## config.mk

```make
export PLATFORM = sky130hd
export DESIGN_NAME = complex_div
export DESIGN_NICKNAME = d
export VERILOG_FILES = /design/src/rtl/complex_div.sv
export SDC_FILE = /design/constraint.sdc
export NUM_CORES = 1
export LEC_CHECK = 0
export ABC_AREA = 1
export CORE_MARGIN = 1
export CORE_UTILIZATION = 45
export CTS_CLUSTER_SIZE = 28
export DETAILED_ROUTE_END_ITERATION = 8
export SLEW_MARGIN = 20
export SYNTH_ARGS = -nofsm -noshare
export SYNTH_HDL_FRONTEND = slang
export SYNTH_SLANG_ARGS = --single-unit
```

## constraint.sdc

```tcl
create_clock -name clk -period 8.34 [get_ports clk]
set_clock_uncertainty 0.1 [all_clocks]
set_input_delay 1.668 -clock clk [delete_from_list [all_inputs] [get_ports clk]]
set_output_delay 1.668 -clock clk [all_outputs]
set_load 0.02 [all_outputs]
```

## src/rtl/complex_div.sv

```systemverilog
// complex_div: sequential complex divider Q = A / B = A*conj(B) / |B|^2.
// One shared 8x8 signed multiplier forms the six partial products, then two
// restoring dividers (real and imaginary) run side by side, one quotient bit
// per cycle. Results are Q9.FRAC signed, truncated toward zero.
//
// Handshake: start is sampled only while idle (busy=0). done is a one-cycle
// pulse; qr/qi/div_zero become valid with it and hold until the next done or
// reset. start while busy is ignored; ar/ai/br/bi may change once start has
// been sampled.
module complex_div #(
  parameter int FRAC = 8
) (
  input  logic              clk,
  input  logic              rst,
  input  logic              start,
  input  logic [7:0]        ar,
  input  logic [7:0]        ai,
  input  logic [7:0]        br,
  input  logic [7:0]        bi,
  output logic [8+FRAC:0]   qr,
  output logic [8+FRAC:0]   qi,
  output logic              busy,
  output logic              done,
  output logic              div_zero
);

  localparam int QW = 9 + FRAC;     // result width
  localparam int DW = 16 + FRAC;    // dividend / quotient width
  localparam int CW = $clog2(DW + 1);

  typedef enum logic [1:0] {IDLE, MUL, DIV, FIN} state_t;

  state_t state, state_nxt;

  // Latched operands
  logic signed [7:0]  ar_r, ai_r, br_r, bi_r;
  // MUL phase
  logic [2:0]         step;
  logic signed [16:0] nr_acc, ni_acc;
  logic [15:0]        d_acc;
  logic               zero_r;
  // DIV phase
  logic               sr, si;
  logic [15:0]        rem_r, rem_i;
  logic [DW-1:0]      dd_r, dd_i;   // dividend shifts out, quotient shifts in
  logic [CW-1:0]      cnt;

  // Shared multiplier and helpers
  logic signed [7:0]  mul_a, mul_b;
  logic signed [15:0] prod;
  logic [15:0]        d_fin;
  logic [15:0]        nr_mag, ni_mag;
  logic [16:0]        trial_r, trial_i;
  logic               ge_r, ge_i;

  // State register
  always_ff @(posedge clk) begin
    if (rst) state <= IDLE;
    else     state <= state_nxt;
  end

  // Next-state logic
  always_comb begin
    state_nxt = state;
    case (state)
      IDLE: if (start) state_nxt = (br == 8'd0 && bi == 8'd0) ? FIN : MUL;
      MUL:  if (step == 3'd5) state_nxt = DIV;
      DIV:  if (cnt == '0) state_nxt = FIN;
      FIN:  state_nxt = IDLE;
      default: state_nxt = IDLE;
    endcase
  end

  // Operand select for the single multiplier, plus divider trial subtracts
  always_comb begin
    mul_a = ar_r;
    mul_b = br_r;
    case (step)
      3'd0: begin mul_a = ar_r; mul_b = br_r; end
      3'd1: begin mul_a = ai_r; mul_b = bi_r; end
      3'd2: begin mul_a = ai_r; mul_b = br_r; end
      3'd3: begin mul_a = ar_r; mul_b = bi_r; end
      3'd4: begin mul_a = br_r; mul_b = br_r; end
      3'd5: begin mul_a = bi_r; mul_b = bi_r; end
      default: begin mul_a = ar_r; mul_b = br_r; end
    endcase
    prod    = mul_a * mul_b;
    // Squares are non-negative, so the product bits add as unsigned.
    d_fin   = d_acc + prod;
    nr_mag  = nr_acc[16] ? 16'(-nr_acc) : nr_acc[15:0];
    ni_mag  = ni_acc[16] ? 16'(-ni_acc) : ni_acc[15:0];
    trial_r = {rem_r, dd_r[DW-1]};
    trial_i = {rem_i, dd_i[DW-1]};
    ge_r    = trial_r >= {1'b0, d_acc};
    ge_i    = trial_i >= {1'b0, d_acc};
  end

  // Datapath and outputs
  always_ff @(posedge clk) begin
    if (rst) begin
      qr       <= '0;
      qi       <= '0;
      busy     <= 1'b0;
      done     <= 1'b0;
      div_zero <= 1'b0;
      ar_r     <= '0;
      ai_r     <= '0;
      br_r     <= '0;
      bi_r     <= '0;
      step     <= '0;
      nr_acc   <= '0;
      ni_acc   <= '0;
      d_acc    <= '0;
      zero_r   <= 1'b0;
      sr       <= 1'b0;
      si       <= 1'b0;
      rem_r    <= '0;
      rem_i    <= '0;
      dd_r     <= '0;
      dd_i     <= '0;
      cnt      <= '0;
    end else begin
      done <= 1'b0;
      case (state)
        IDLE: begin
          if (start) begin
            ar_r   <= ar;
            ai_r   <= ai;
            br_r   <= br;
            bi_r   <= bi;
            busy   <= 1'b1;
            step   <= '0;
            nr_acc <= '0;
            ni_acc <= '0;
            d_acc  <= '0;
            zero_r <= (br == 8'd0 && bi == 8'd0);
          end
        end
        MUL: begin
          step <= step + 3'd1;
          case (step)
            3'd0, 3'd1: nr_acc <= nr_acc + 17'(prod);
            3'd2:       ni_acc <= ni_acc + 17'(prod);
            3'd3:       ni_acc <= ni_acc - 17'(prod);
            3'd4:       d_acc  <= d_fin;
            default: begin
              // Last product: D is complete, Nr/Ni already are, so the
              // divider is loaded with signs and magnitudes right here.
              d_acc <= d_fin;
              sr    <= nr_acc[16];
              si    <= ni_acc[16];
              rem_r <= '0;
              rem_i <= '0;
              dd_r  <= {nr_mag, {FRAC{1'b0}}};
              dd_i  <= {ni_mag, {FRAC{1'b0}}};
              cnt   <= CW'(DW - 1);
            end
          endcase
        end
        DIV: begin
          cnt   <= cnt - 1'b1;
          rem_r <= ge_r ? 16'(trial_r - {1'b0, d_acc}) : trial_r[15:0];
          rem_i <= ge_i ? 16'(trial_i - {1'b0, d_acc}) : trial_i[15:0];
          dd_r  <= {dd_r[DW-2:0], ge_r};
          dd_i  <= {dd_i[DW-2:0], ge_i};
        end
        FIN: begin
          done     <= 1'b1;
          busy     <= 1'b0;
          div_zero <= zero_r;
          if (zero_r) begin
            qr <= '0;
            qi <= '0;
          end else begin
            qr <= sr ? -dd_r[QW-1:0] : dd_r[QW-1:0];
            qi <= si ? -dd_i[QW-1:0] : dd_i[QW-1:0];
          end
        end
        default: ;
      endcase
    end
  end

endmodule

```

==> results of run 1 <==
==> worst paths after layout <==
check	from	end	slack [ns]	depth (start not counted)
min	qr[10]$_SDFFE_PP0P_	qr[10]$_SDFFE_PP0P_	0.36	2
max reg2reg	step[1]$_SDFFE_PP0P_	ni_acc[16]$_SDFFE_PP0P_	0.77	34
max	step[1]$_SDFFE_PP0P_	ni_acc[16]$_SDFFE_PP0P_	0.77	34
min reg2reg	qr[10]$_SDFFE_PP0P_	qr[10]$_SDFFE_PP0P_	0.36	2
==> state kept, by name (all words and copies together), names as in the netlist <==
register and count:
cnt 5, ai_r 8, dd_i 24, dd_r 24, ar_r 8, d_acc 16
ni_acc 17, busy 1, nr_acc 17, br_r 8, sr 1, done 1
zero_r 1, step 3, rem_i 16, bi_r 8, qi 17, si 1
qr 17, rem_r 16, state 2, div_zero 1
==> synthesized netlist by cell type, types with 3 or more instances <==
library cell	count	area, um^2
inv_1	326	1220
a21oi_2	4	35.0
nor4_1	8	50.1
xnor2_1	25	219
o21ai_1	31	155
o21ai_0	169	846
buf_4	6	45.0
fa_1	60	1200
a21o_1	13	97.6
a21oi_1	298	1490
a211oi_1	4	30.0
inv_2	11	41.3
nor3_2	5	50.1
buf_2	10	50.1
xor2_1	35	307
a31oi_1	18	113
nand2_2	6	37.5
nand2_1	472	1770
or2_2	14	87.6
nor3_1	34	170
o2111ai_1	8	70.1
o211ai_1	20	150
nor2_2	3	18.8
o21a_1	6	45.0
clkbuf_1	58	218
a21boi_0	6	45.0
nand4_1	9	56.3
nor2_1	206	773
o22ai_1	9	56.3
nand3_1	115	576
ha_1	124	1550
o21bai_1	9	67.6
or2_1	5	31.3
nand2_4	3	33.8
dfxtp_1	212	4240
nand3b_1	8	60.1
==> worst reg2reg max path, delay by kind of cell, from the launching register on <==
kind / cells / cell delay (ns)
AND/OR/NAND/NOR: 14 / 1.73
AO/OA/AOI/OAI: 4 / 1.28
adder cells (fa/ha/maj): 7 / 2.97
flip-flops: 1 / 0.42
XOR/XNOR: 1 / 0.18
buffers and inverters: 8 / 0.84
==> layer usage <==
| metal | vias up | share of wire (%) | GRT usage (%) | routed length [um] |
|---|---|---|---|---|
| met3 | 60 | 4.1 | 2.87 | 1780 |
| met1 | 7055 | 46 | 30.2 | 20000 |
| li1 | 7914 | - | - | - |
| met4 | 0 | 2.5 | 6.36 | 1080 |
| met5 | - | 0 | 0 | 0 |
| met2 | 303 | 47 | 41.7 | 20600 |
==> kinds of logic (layout without fill, tap and decap cells) <==
family / count (synthesis) / in the layout / synth area share (%)
simple gates: 895 / 895 / 23.3
compound gates: 614 / 614 / 20.7
buf+inv: 419 / 468 / 9.96
flops: 212 / 212 / 26.0
fa+ha+maj: 184 / 184 / 16.8
xor+xnor: 60 / 60 / 3.22
==> cell type report <==
class	instances	share of cell area (%)
repair buffers	78	4.16
flip-flops and latches	212	23.2
multi-input cells	1753	57.3
clock buffers	38	4.30
clock inverters	11	0.889
well taps	461	3.15
inverters	341	7.02
==> through the flow <==
step	hold slack [ns]	cell area (um^2)	setup WS, ns	utilization, %	instances
2_1_floorplan	0.344	16300	1.59	-	2384
3_3_place_gp	0.354	17400	1.03	48.7	2845
3_5_place_dp	0.356	17400	0.855	48.7	2845
4_1_cts	0.365	18300	0.822	51.3	2894
5_1_grt	0.380	18300	0.0568	51.3	2894
6_report	0.363	18300	0.767	51.3	2894
==> metrics.md, run 1 <==
| Metric | Value |
|---|---|
| Die W | between 150 and 200 um |
| GRT Residual Overflow | 0 |
| Clock transition at path regs | around 0.06 ns |
| Fraction of layout cells with a size suffix above 1 | 4.77% |
| Reg area | roughly 0.0042 mm^2 |
| Commonest non-fill, non-tap cell in the layout | nand2_1 |
| Mapped Area | 0.0163 mm^2 |
| Synth warn | 0 |
| Unrepaired setup endpoints after global routing | no |
| Async S/R FF share, synth | 0% |
| Core ar. | about 0.036 mm^2 |
| Crit path max-delay family | adder cells |
| Die height | 193 um |
| Dpl hpwl | between 30000 and 40000 um |
| Iteration-0 DRC Markers | 755 |
| Maximum root-to-sink buffer count | 3 |
| Worst setup SP type | flop |
| WL/cell | roughly 15 um |
| Initial antenna violation count | 0 |
| Post-Route WL | roughly 43000 um |
| Crit path arrival time | 7.92 ns |
| Sequential share of the synthesized area | roughly a quarter |
| Post-CTS Setup Inserts | 0 |
| Crit Path Max Fanout | 16 |
| GRT Util Overall | 23.6% |
| Clock latency on the worst-skew pair | around 0.54 ns |
| Clock H-tree levels | 1 |
| Critical Path RT | ~8.7 ns |
| Syn Nets | between 2000 and 3000 |
| Count of final setup violators | 0 |
| Fmax | roughly 0.13 GHz |
| CTS buffer count | 27 |
| NumNets Final | ~2600 |
| Area growth syn-to-layout | 12.0% |
| Avg Cell Area, Syn | between 6 and 7 um^2 |
| CTS tree | done |
| Crit share post-route | 90.8% |
| Crit Path Class | reg -> reg |
| Initial Utilization | a little under half |
| Post-CTS sizing | 0 |
| IO Pins | just over 70 |
| Worst Max-Slew Pin Slew | ~1.0 ns |
| Routability cong. | 0.907 |
| Fill cells | between 3000 and 4000 |
| Max cap viols | 0 |
| Final Max Slew Viols | 0 |
| Drt drc | 0 |
| WP buf/inv | 8 |
| Multi-input logic area | about 0.010 mm^2 |
| Synth Instances | 2384 |
| DR pass1 iterations | 7 |
| Hold-fix buffer count after cts | 0 |
| Crit-path slowest cell | o21ai_0 |
| Pin count of the biggest net entering global routing | 85 |
| Status | finished clean |
| Min Tclk post-route | around 7.6 ns |
| Synth Flop Type | dfxtp_1 |
| Number of library cell types mapped by synthesis | 59 |
| Slew headroom | 31.2% |
| Final Hold Viols | 0 |
| FF+latch count, synth | 212 |
| Crit-path max cell delay | just under 0.6 ns |
| N_diodes | 0 |
| FP Rows | between 60 and 70 |
| TNS Setup | 0 ns |
| Die area | between 0.03 and 0.04 mm^2 |
| Vias/cell | between 5 and 6 |
| Vias in the first global route | about 15000 |
| Routed via count | about 15000 |
| Port Buf Inserts | between 70 and 80 |
| Most frequent cells in the layout | nand2_1, inv_1, a21oi_1, dfxtp_1, nor2_1 |
| CTS root buf | clkbuf_16 |
| Sink Count | approximately 210 |
| First-pass GRT wire length | between 70000 and 80000 um |
| Min-delay worst type | reg -> reg |
| Crit end category | flop |
| Antenna Nets Post-Route | 0 |
| Post-synth EDFFs | 0 |
Power of run 1 is left out: the tool's default activity adds up to more than one toggle a clock period on the data nets, which glitch-free logic cannot reach.
==> inputs of run 2 (changes only) <==
Settings changed: RECOVER_POWER set to 100.
==> metrics.md, run 2 (synthesis results as in run 1) <==
| Metric | Value |
|---|---|
| CTS root buf | clkbuf_16 (unchanged) |
| Post-Route WL | 43500 um (about the same) |
| Count of final setup violators | 0 (unchanged) |
| Maximum root-to-sink buffer count | 3 (unchanged) |
| Pin count of the biggest net entering global routing | 85 (unchanged) |
| Core ar. | 0.0357 mm^2 (unchanged) |
| Port Buf Inserts | 71 (unchanged) |
| Die W | 193 um (unchanged) |
| Slew headroom | -104% (was 31.2%) |
| IO Pins | 72 (unchanged) |
| NumNets Final | 2632 (unchanged) |
| Routability cong. | 0.907 (unchanged) |
| Worst Max-Slew Pin Slew | 3.06 ns (was 1.03 ns) |
| Final Hold Viols | 0 (unchanged) |
| DR pass1 iterations | 5 (was 7) |
| CTS tree | done (unchanged) |
| Drt drc | 0 (unchanged) |
| Crit Path Max Fanout | 16 (unchanged) |
| Status | finished with violations (was finished clean) |
| GRT Residual Overflow | 0 (unchanged) |
| Crit path arrival time | 7.91 ns (was 7.92 ns) |
| Fill cells | 3595 (was 3585) |
| First-pass GRT wire length | 71300 um (unchanged) |
| Hold_ws | 0.359 ns (was 0.363 ns) |
| FP Rows | 69 (unchanged) |
| Area growth syn-to-layout | 11.8% (was 12.0%) |
| Most frequent cells in the layout | nand2_1, inv_1, a21oi_1, dfxtp_1, nor2_1 (unchanged) |
| Crit share post-route | 90.6% (was 90.8%) |
| Crit Path Class | reg -> reg (unchanged) |
| Crit-path slowest cell | o21ai_0 (unchanged) |
| Worst setup SP type | flop (unchanged) |
| Sink Count | 212 (unchanged) |
| Dpl hpwl | 32900 um (unchanged) |
| Vias/cell | 5.30 (about the same) |
| Max cap viols | 3 (was 0) |
| Initial antenna violation count | 0 (unchanged) |
| Fmax | 0.132 GHz (about the same) |
| Min-delay worst type | reg -> reg (unchanged) |
| Die area | 0.0371 mm^2 (unchanged) |
| Final Max Slew Viols | 176 (was 0) |
| Unrepaired setup endpoints after global routing | no (unchanged) |
| Routed via count | 15346 (was 15332) |
| Post-CTS Setup Inserts | 0 (unchanged) |
| Fraction of layout cells with a size suffix above 1 | 4.27% (was 4.77%) |
| GRT Util Overall | 23.6% (unchanged) |
| Clock latency on the worst-skew pair | 0.54 ns (about the same) |
| Critical Path RT | 8.69 ns (about the same) |
| Crit-path max cell delay | 0.59 ns (about the same) |
| Initial Utilization | 45.8% (unchanged) |
| Die height | 193 um (unchanged) |
| Antenna Nets Post-Route | 0 (unchanged) |
| Min Tclk post-route | 7.56 ns (was 7.57 ns) |
| TNS Setup | 0 ns (unchanged) |
| Iteration-0 DRC Markers | 780 (was 755) |
| Crit end category | flop (unchanged) |
| Biggest regs | dd_i (24), dd_r (24) (unchanged) |
| CTS buffer count | 27 (unchanged) |
| Commonest non-fill, non-tap cell in the layout | nand2_1 (unchanged) |
| Vias in the first global route | 14681 (unchanged) |
| WL/cell | 15.0 um (about the same) |
| Clock H-tree levels | 1 (unchanged) |
| N_diodes | 0 (unchanged) |
| Cell mode on critical path | nand2_1 |
| Clock transition at path regs | 0.06 ns (about the same) |
| Failing checks | capacitance limit, slew limit |
run 2: cell count changes in the layout (fill, tap and decap cells not counted), sizes merged:
cell	before	now
buf	8	2
clkbuf	38	44
clkdlybuf4s50	70	32
dlygate4sd3	0	38
run 2: repair_timing:
| action | 4_1_cts | 5_1_grt |
|---|---|---|
| resized for setup | 0 | 1 |
| endpoints found under the setup margin | 0 | 1 |
| hold endpoints to repair | 0 | 0 |
| hold buffers | 0 | 0 |
run 2: final timing paths:
| path | startpoint | endpoint | slack, ns | cells after the start |
|---|---|---|---|---|
| worst min-delay path | qr[10]$_SDFFE_PP0P_ | qr[10]$_SDFFE_PP0P_ | 0.36 | 2 |
| worst max-delay path | step[1]$_SDFFE_PP0P_ | ni_acc[16]$_SDFFE_PP0P_ | 0.78 | 39 |
| worst max register to register | step[1]$_SDFFE_PP0P_ | ni_acc[16]$_SDFFE_PP0P_ | 0.78 | 39 |
| worst min register to register | qr[10]$_SDFFE_PP0P_ | qr[10]$_SDFFE_PP0P_ | 0.36 | 2 |
run 2: critical path, delay by kind of cell, from the launching register on:
| family | cells | cell delay, ns |
|---|---|---|
| compound gates | 3 | 0.99 |
| xor+xnor | 1 | 0.16 |
| fa+ha+maj | 7 | 3.06 |
| buf+inv | 9 | 0.61 |
| flops | 1 | 0.42 |
| simple gates | 19 | 2.15 |
run 2: area by class of cell:
type | count | area [um^2] | area share [%]
timing repair buffer | 78 | 739 | 4.05
sequential | 212 | 4240 | 23.2
multi-input combinational | 1753 | 10500 | 57.3
clock inverter | 11 | 163 | 0.891
clock buffer | 38 | 787 | 4.31
inverter | 341 | 1280 | 7.04
tap | 461 | 577 | 3.16
run 2: stage by stage:
step | cell area (um^2) | util (%) | setup WS (ns) | instances
finish | 18300 | 51.2 | 0.783 | 2894
global placement | 17400 | 48.7 | 1.03 | 2845
floorplan | 16300 | - | 1.59 | 2384
detailed placement | 17400 | 48.7 | 0.855 | 2845
global route | 18300 | 51.2 | 0.0598 | 2894
CTS | 18300 | 51.3 | 0.822 | 2894
run 2: routing by layer:
metal / routed length (um) / global-route usage [%]
met2: 20600 / 41.7
met4: 1080 / 6.36
met5: 0 / 0
met1: 20200 / 30.2
met3: 1640 / 2.87
Power of run 2 is left out for the same reason.
==> inputs of run 3 (changes only) <==
Settings changed: CTS_CLUSTER_DIAMETER set to 100, MAX_ROUTING_LAYER set to met4.
==> metrics.md, run 3 (synthesis results as in run 1) <==
| Metric | Value |
|---|---|
| Post-CTS Setup Inserts | 0 (unchanged) |
| FP Rows | 69 (unchanged) |
| Crit path arrival time | 7.84 ns (was 7.91 ns) |
| Status | finished with violations (unchanged) |
| Pin count of the biggest net entering global routing | 87 (was 85) |
| Min Tclk post-route | 7.63 ns (was 7.56 ns) |
| Cell mode on critical path | inv_1 (was nand2_1) |
| Crit Path Max Fanout | 16 (unchanged) |
| Dpl hpwl | 32900 um (about the same) |
| Post-CTS sizing | 0 (unchanged) |
| Min-delay worst type | reg -> reg (unchanged) |
| N_diodes | 0 (unchanged) |
| First-pass GRT wire length | 70400 um (was 71300 um) |
| Slew headroom | -102% (was -104%) |
| Fraction of layout cells with a size suffix above 1 | 3.45% (was 4.27%) |
| Clock transition at path regs | 0.12 ns (was 0.06 ns) |
| Die W | 193 um (unchanged) |
| Fmax | 0.131 GHz (was 0.132 GHz) |
| Final Hold Viols | 0 (unchanged) |
| Design Area, Final | 0.0178 mm^2 (was 0.0183 mm^2) |
| Die area | 0.0371 mm^2 (unchanged) |
| Clock H-tree levels | 1 (unchanged) |
| Core ar. | 0.0357 mm^2 (unchanged) |
| Fill cells | 3675 (was 3595) |
| Crit-path slowest cell | o21ai_0 (unchanged) |
| Critical Path RT | 8.55 ns (was 8.69 ns) |
| DR pass1 iterations | 5 (unchanged) |
| Commonest non-fill, non-tap cell in the layout | nand2_1 (unchanged) |
| Final Max Slew Viols | 261 (was 176) |
| Area growth syn-to-layout | 8.70% (was 11.8%) |
| Initial antenna violation count | 0 (unchanged) |
| Iteration-0 DRC Markers | 844 (was 780) |
| Initial Utilization | 45.8% (unchanged) |
| CTS root buf | clkbuf_16 (unchanged) |
| GRT Util Overall | 23.9% (was 23.6%) |
| Hold-fix buffer count after cts | 0 (unchanged) |
| Unrepaired setup endpoints after global routing | no (unchanged) |
| Worst Max-Slew Pin Slew | 3.03 ns (was 3.06 ns) |
| Vias/cell | 5.29 (was 5.30) |
| Clock latency on the worst-skew pair | 0.50 ns (was 0.54 ns) |
| Placed Area | 0.0174 mm^2 (unchanged) |
| Post-Route WL | 42700 um (was 43500 um) |
| TNS Setup | 0 ns (unchanged) |
| Routed via count | 15150 (was 15346) |
| Worst setup SP type | flop (unchanged) |
| Crit-path max cell delay | 0.59 ns (about the same) |
| Failing checks | capacitance limit, slew limit (unchanged) |
| Crit end category | flop (unchanged) |
| Port Buf Inserts | 71 (unchanged) |
| CTS tree | done (unchanged) |
| Vias in the first global route | 14325 (was 14681) |
| Drt drc | 0 (unchanged) |
| IO Pins | 72 (unchanged) |
| Routability cong. | 0.915 (was 0.907) |
| Sink Count | 212 (unchanged) |
| Maximum root-to-sink buffer count | 3 (unchanged) |
| WL/cell | 14.9 um (was 15.0 um) |
| CTS buffer count | 13 (was 27) |
| Die height | 193 um (unchanged) |
| GRT Residual Overflow | 0 (unchanged) |
| Most frequent cells in the layout | nand2_1, inv_1, a21oi_1, dfxtp_1, nor2_1 (unchanged) |
| Count of final setup violators | 0 (unchanged) |
| Antenna Nets Post-Route | 0 (unchanged) |
| Biggest regs | dd_i (24), dd_r (24) (unchanged) |
| NumNets Final | 2618 (was 2632) |
| Max cap viols | 4 (was 3) |
| Crit Path Class | reg -> reg (unchanged) |
| Crit share post-route | 91.5% (was 90.6%) |
[run 3: cell types whose count changed in the layout (fill, tap and decap cells not counted), moves of 2 or more]
cell,before,now
clkbuf_16,27,13
clkbuf_8,7,0
clkbuf_1,9,4
clkinv_2,5,0
bufinv_16,4,1
clkinv_8,0,2
inv_1,330,328
inv_2,7,9
[run 3: worst paths after layout]
check | from | depth (start not counted) | slack [ns] | end
hold / removal | qi[9]$_SDFFE_PP0P_ | 2 | 0.37 | qi[9]$_SDFFE_PP0P_
setup / recovery | step[1]$_SDFFE_PP0P_ | 32 | 0.71 | ni_acc[16]$_SDFFE_PP0P_
hold reg to reg | qi[9]$_SDFFE_PP0P_ | 2 | 0.37 | qi[9]$_SDFFE_PP0P_
setup reg to reg | step[1]$_SDFFE_PP0P_ | 32 | 0.71 | ni_acc[16]$_SDFFE_PP0P_
[run 3: worst max-delay path, delay by kind of cell (launching register included)]
| family | cells | cell delay (ns) |
|---|---|---|
| buffers and inverters | 7 | 0.76 |
| flip-flops | 1 | 0.43 |
| adder cells (fa/ha/maj) | 7 | 2.95 |
| XOR/XNOR | 2 | 0.62 |
| AND/OR/NAND/NOR | 10 | 1.22 |
| AO/OA/AOI/OAI | 6 | 1.34 |
[run 3: final cells by class]
type                       count  area [um^2]  area share [%]
multi-input combinational   1753        10500            58.9
sequential                   212         4240            23.9
inverter                     341         1280            7.23
timing repair buffer          78          741            4.17
tap                          461          577            3.25
clock buffer                  13          325            1.83
clock inverter                 7          121           0.683
[run 3: layer usage]
layer  up-vias  part of all wire [%]  global-route usage (%)
met1      7014                    47                    30.5
li1       7857                     -                       -
met3        53                   2.7                    1.62
met5         -                     0                       -
met4         0                   2.2                    5.27
met2       226                    48                    41.2
[run 3: through the flow]
step | std cells | util (%) | hold slack [ns] | setup WS, ns
global route | 2865 | 49.8 | 0.387 | 0.121
detailed placement | 2845 | 48.7 | 0.359 | 0.809
finish | 2865 | 49.8 | 0.367 | 0.710
CTS | 2865 | 49.9 | 0.375 | 0.804
global placement | 2845 | 48.7 | 0.351 | 0.962
floorplan | 2384 | - | 0.344 | 1.59
Power of run 3 is left out for the same reason.
